<file path="src/rtl/audio_channel.sv">
// DMA-fed stereo playback voice: fetches 32-bit L/R words into a FIFO
// and emits one stereo sample per rising edge of the output-rate tick.
//
// Ports:
//   i_clock, i_reset            clock, synchronous active-high reset
//   i_dma_setup_request/count/address  start (or restart) a transfer
//   o_dma_request/address, i_dma_ready/rdata  DMA read handshake
//   o_busy                      transfer or buffered playback pending
//   i_output_sample_clock       output-rate tick (level, edge-detected)
//   o_output_sample_left/right  current signed stereo sample
module audio_channel #(
  parameter int FIFO_DEPTH = 16
) (
  input  logic        i_clock,
  input  logic        i_reset,
  input  logic        i_dma_setup_request,
  input  logic [31:0] i_dma_setup_count,
  input  logic [31:0] i_dma_setup_address,
  output logic        o_dma_request,
  output logic [31:0] o_dma_address,
  input  logic        i_dma_ready,
  input  logic [31:0] i_dma_rdata,
  output logic        o_busy,
  input  logic        i_output_sample_clock,
  output logic [15:0] o_output_sample_left,
  output logic [15:0] o_output_sample_right
);

  localparam int AW = $clog2(FIFO_DEPTH);
  localparam logic [AW:0] FULL = (AW+1)'(FIFO_DEPTH);

  logic [31:0] mem_q [FIFO_DEPTH];

  logic [AW:0] wr_q, wr_d;
  logic [AW:0] rd_q, rd_d;
  logic [AW:0] occ;
  logic [31:0] addr_q, addr_d;
  logic [31:0] rem_q, rem_d;
  logic        req_q, req_d;
  logic        busy_q, busy_d;
  logic        tick_prev_q;
  logic [15:0] left_q, left_d;
  logic [15:0] right_q, right_d;

  logic        tick;
  logic        push;
  logic        pop;
  logic [31:0] head;

  // Extra pointer bit distinguishes full from empty.
  assign occ  = wr_q - rd_q;
  assign tick = i_output_sample_clock & ~tick_prev_q;
  // A setup strobe discards any read completing in the same cycle.
  assign push = req_q & i_dma_ready & ~i_dma_setup_request;
  assign pop  = tick & (occ != '0);
  assign head = mem_q[rd_q[AW-1:0]];

  always_comb begin
    wr_d    = wr_q;
    rd_d    = rd_q;
    addr_d  = addr_q;
    rem_d   = rem_q;
    req_d   = req_q;
    left_d  = left_q;
    right_d = right_q;

    if (tick) begin
      if (pop) begin
        left_d  = head[15:0];
        right_d = head[31:16];
      end else begin
        left_d  = '0;
        right_d = '0;
      end
    end

    if (i_dma_setup_request) begin
      wr_d   = '0;
      rd_d   = '0;
      addr_d = i_dma_setup_address;
      rem_d  = i_dma_setup_count;
      req_d  = 1'b0;
    end else begin
      if (pop) rd_d = rd_q + 1'b1;
      if (push) begin
        wr_d   = wr_q + 1'b1;
        addr_d = addr_q + 32'd4;
        rem_d  = rem_q - 32'd1;
        // Low for one cycle so the arbiter cannot reissue this read.
        req_d  = 1'b0;
      end else if (!req_q && rem_q != '0 && occ != FULL) begin
        req_d = 1'b1;
      end
    end

    busy_d = (rem_d != '0) || (wr_d != rd_d) || req_d;
  end

  always_ff @(posedge i_clock) begin
    if (i_reset) begin
      wr_q        <= '0;
      rd_q        <= '0;
      addr_q      <= '0;
      rem_q       <= '0;
      req_q       <= 1'b0;
      busy_q      <= 1'b0;
      tick_prev_q <= 1'b0;
      left_q      <= '0;
      right_q     <= '0;
    end else begin
      wr_q        <= wr_d;
      rd_q        <= rd_d;
      addr_q      <= addr_d;
      rem_q       <= rem_d;
      req_q       <= req_d;
      busy_q      <= busy_d;
      tick_prev_q <= i_output_sample_clock;
      left_q      <= left_d;
      right_q     <= right_d;
    end
  end

  always_ff @(posedge i_clock) begin
    if (push) mem_q[wr_q[AW-1:0]] <= i_dma_rdata;
  end

  assign o_dma_request         = req_q;
  assign o_dma_address         = addr_q;
  assign o_busy                = busy_q;
  assign o_output_sample_left  = left_q;
  assign o_output_sample_right = right_q;

endmodule

</file>
<file path="config.mk">
export PLATFORM = sky130hd
export DESIGN_NAME = audio_channel
export DESIGN_NICKNAME = d
export VERILOG_FILES = /design/src/rtl/audio_channel.sv
export SDC_FILE = /design/constraint.sdc
export NUM_CORES = 1
export LEC_CHECK = 0
export CAP_MARGIN = 20
export CORE_ASPECT_RATIO = 0.5
export CORE_MARGIN = 3
export CORE_UTILIZATION = 59
export DETAILED_ROUTE_END_ITERATION = 10
export GPL_ROUTABILITY_DRIVEN = 0
export GPL_TIMING_DRIVEN = 1
export HOLD_SLACK_MARGIN = 0.1
export MAX_ROUTING_LAYER = met4
export PLACE_DENSITY_LB_ADDON = 0.3
export SYNTH_ARGS = -nofsm -noshare
export SYNTH_HDL_FRONTEND = slang
export SYNTH_SLANG_ARGS = --single-unit
</file>
<file path="constraint.sdc">
create_clock -name i_clock -period 5.35 [get_ports i_clock]
set_input_delay 1.3375 -clock i_clock [delete_from_list [all_inputs] [get_ports i_clock]]
set_output_delay 1.3375 -clock i_clock [all_outputs]
set_load 0.1 [all_outputs]
</file>
==> metrics.cfg <==
[cts]
cts_setup_buffers = 0
path_clk_slew_ps = 70
ctsHoldBuffers = 0
clock-sinks = 621
cts_tree = yes
htree_levels = 2
cts_root_buffer = clkbuf_16
cts.path.max_buffers = 3
numCtsBuffers = 51
cts_resized = 0
clock_latency_ps = 600

[setup_path]
critPathMaxFanout = 67
end_kind = flip-flop
cp.arrival_ps = 4550
critical_path_class = flip-flop to flip-flop
cp-start-kind = flip-flop
cp_data_required_time_ps = 5810

[timing]
period_minus_slack_ps = 4090
grt_setup_unrepaired = false
hold_violations = 0
hold_ws_ps = 507
setup_viol = 0
setup_tns_ps = 0
slew_headroom_pct = 29.0
worst_pin_slew_ps = 1070
fin_skew_ps = 27.9
fin_crit_sh_pct = 76.5
drv_slew = 0
max_freq_mhz = 244

[cells_and_area]
n_fill_cell = 2457
final_nets = 1698
fin_area_sq_um = 29000
synthToLayoutAreaGrowth_pct = 16.8
drive_gt1_share_pct = 19.3

[yosys]
yosysTopAreaCell = edfxtp_1
syn-cell-area_sq_um = 24800
syn_area_per_cell_sq_um = 17.6
ys_ff_latch = 621
yosys_most_used_dff = edfxtp_1
yosys_warnings = 0
synth_cells = 1410
ys_seq_area_share_pct = 70.7
synth_edf_count = 512
synth_nets = 1522
yosysTopAreaCellShare_pct = 61.9
ys_types = 72
synth-async-reset-ratio_pct = 0
synth_area_leaders = edfxtp_1 62%, mux4_2 15%, dfxtp_1 8.8%

[global_route]
grt_usage_pct = 27.5
gr-total-overflow = 0
antenna_found_initial = 2
use_met1_pct = 37.7
use_met2_pct = 42.5
grt_max_degree = 118
grt_pass1_vias = 14200
grt_util_met3_pct = 5.96
busiest_layer = met2
grt_pass1_wl_um = 87700

[floorplanning]
die_w_um = 296
ios = 167
core_sq_um = 41000
die_y_um = 151
die-area_sq_um = 44800
start_util_pct = 60.6
num_rows = 52

[status]
status = complete, no violations

[power]
peakVddDrop_mv = 0.246
p_leak_uw = 0.00914
power_density_nw_per_um2 = 333

[route]
totalWireLength_um = 58700
first_pass_iters = 5
vias = 14100
ant_nets = 0
drc = 0
via_per_inst = 6.50
avgRoutedWirePerCell_um = 27.0
drt_iter0_markers = 1661

[place]
placed_cell_area_sq_um = 27300
port-buffer-count = 166
hpwl_um = 31200

[job]
maxCapViolations = 0

[worst_hold_path]
hold_class = flip-flop to flip-flop

[metrics by stage]
| step | worst slack (ps) | std cells | util, % | total power, uW |
|---|---|---|---|---|
| after detailed placement | 964 | 2073 | 66.6 | 5930 |
| after CTS | 1270 | 2169 | 70.8 | 9710 |
| final | 1260 | 2171 | 70.8 | 9650 |
| after global routing | 1080 | 2171 | 70.8 | 9920 |
| after global placement | 1060 | 2073 | 66.6 | 5920 |
| after floorplan | 1210 | 1410 | - | 5710 |
[metal layers]
layer / vias up / wire (um) / share of wire [%]
met4: 0 / 1260 / 2.1
met3: 107 / 6100 / 10
li1: 5991 / - / -
met5: - / 0 / 0
met2: 802 / 28300 / 48
met1: 7206 / 23000 / 39
[registers in the layout, indices dropped and copies added (netlist names)]
| signal | flops |
|---|---|
| o_dma_address | 32 |
| mem_q | 512 |
| rd_q | 5 |
| o_dma_request | 1 |
| o_output_sample_left | 16 |
| o_busy | 1 |
| o_output_sample_right | 16 |
| rem_q | 32 |
| wr_q | 5 |
| tick_prev_q | 1 |
[layout make-up]
cell class              count  area (sq um)  area share [%]
flip-flops and latches    621         17600            60.5
multi-input cells         700          7080            24.4
repair buffers            196          1930            6.65
clock buffers              73          1490            5.13
well taps                 540           676            2.33
clock inverters            23           231           0.797
inverters                  16          60.1           0.207
diodes                      2          5.00          0.0172
[logic make-up after synthesis]
| group | after synthesis | share of synthesized area, % |
|---|---|---|
| and+or+nand+nor | 330 | 6.57 |
| AOI/OAI and AO/OA | 122 | 3.53 |
| buffers and inverters | 89 | 1.37 |
| xor gates and xnor gates | 60 | 2.11 |
| muxes | 177 | 15.2 |
| DFF | 621 | 70.7 |
| adders and majority gates | 11 | 0.554 |
[synth_stat cells (3+ instances only)]
cell type	n
mux4_2	160
or4_1	3
xnor2_1	28
nand2b_1	5
and3_1	10
buf_2	5
nor4_1	16
nor2b_1	5
o21a_1	5
mux2i_1	14
clkbuf_1	46
xor2_1	32
and2_1	7
or3_1	7
o211a_1	3
nor4_2	3
inv_1	14
o31a_1	3
nand2_1	47
o21ai_0	6
buf_1	22
nor2_1	149
nand4_1	13
dfxtp_1	109
ha_1	11
a211oi_1	9
nand3_1	24
edfxtp_1	512
a21oi_1	35
nor3_1	19
a22oi_1	32
[critical path, stage by stage (launching register included)]
cell	delay, ps
dfxtp_4	980
inv_1	120
ha_1	320
nor2b_1	160
o31a_1	250
or3_1	370
a31oi_4	230
buf_4	560
mux2_1	240
o221ai_1	110
o41ai_1	400
a31oi_1	120
[path summary, 6_finish.rpt]
kind | end | from | slack [ps] | depth (start not counted)
max | o_busy | rd_q[1] | 1260 | 11
min | o_dma_address[1] | o_dma_address[1] | 510 | 2
max reg2reg | o_busy | rd_q[1] | 1260 | 11
min reg2reg | o_dma_address[1] | o_dma_address[1] | 510 | 2
[report_power, final]
part | leakage, uW | internal [uW] | switching (uW) | total, uW
clock network | 0.000840 | 2100 | 1720 | 3820
registers | 0.00550 | 5260 | 43.4 | 5300
logic | 0.00280 | 187 | 344 | 531
total | 0.00914 | 7550 | 2110 | 9650
[layout by cell type (no fill, tap or decap), types with 15 or more instances in the layout]
cell | netlist | routed
a21oi_1 | 35 | 35
a22oi_1 | 32 | 32
buf_4 | 0 | 27
clkbuf_16 | 0 | 52
clkdlybuf4s50_1 | 0 | 164
dfxtp_1 | 109 | 106
edfxtp_1 | 512 | 512
mux4_2 | 160 | 160
nand2_1 | 47 | 47
nand3_1 | 24 | 24
nor2_1 | 149 | 134
nor2_4 | 0 | 15
nor3_1 | 19 | 19
nor4_1 | 16 | 16
xnor2_1 | 28 | 28
xor2_1 | 32 | 32
(Power assumes the default switching activity.)
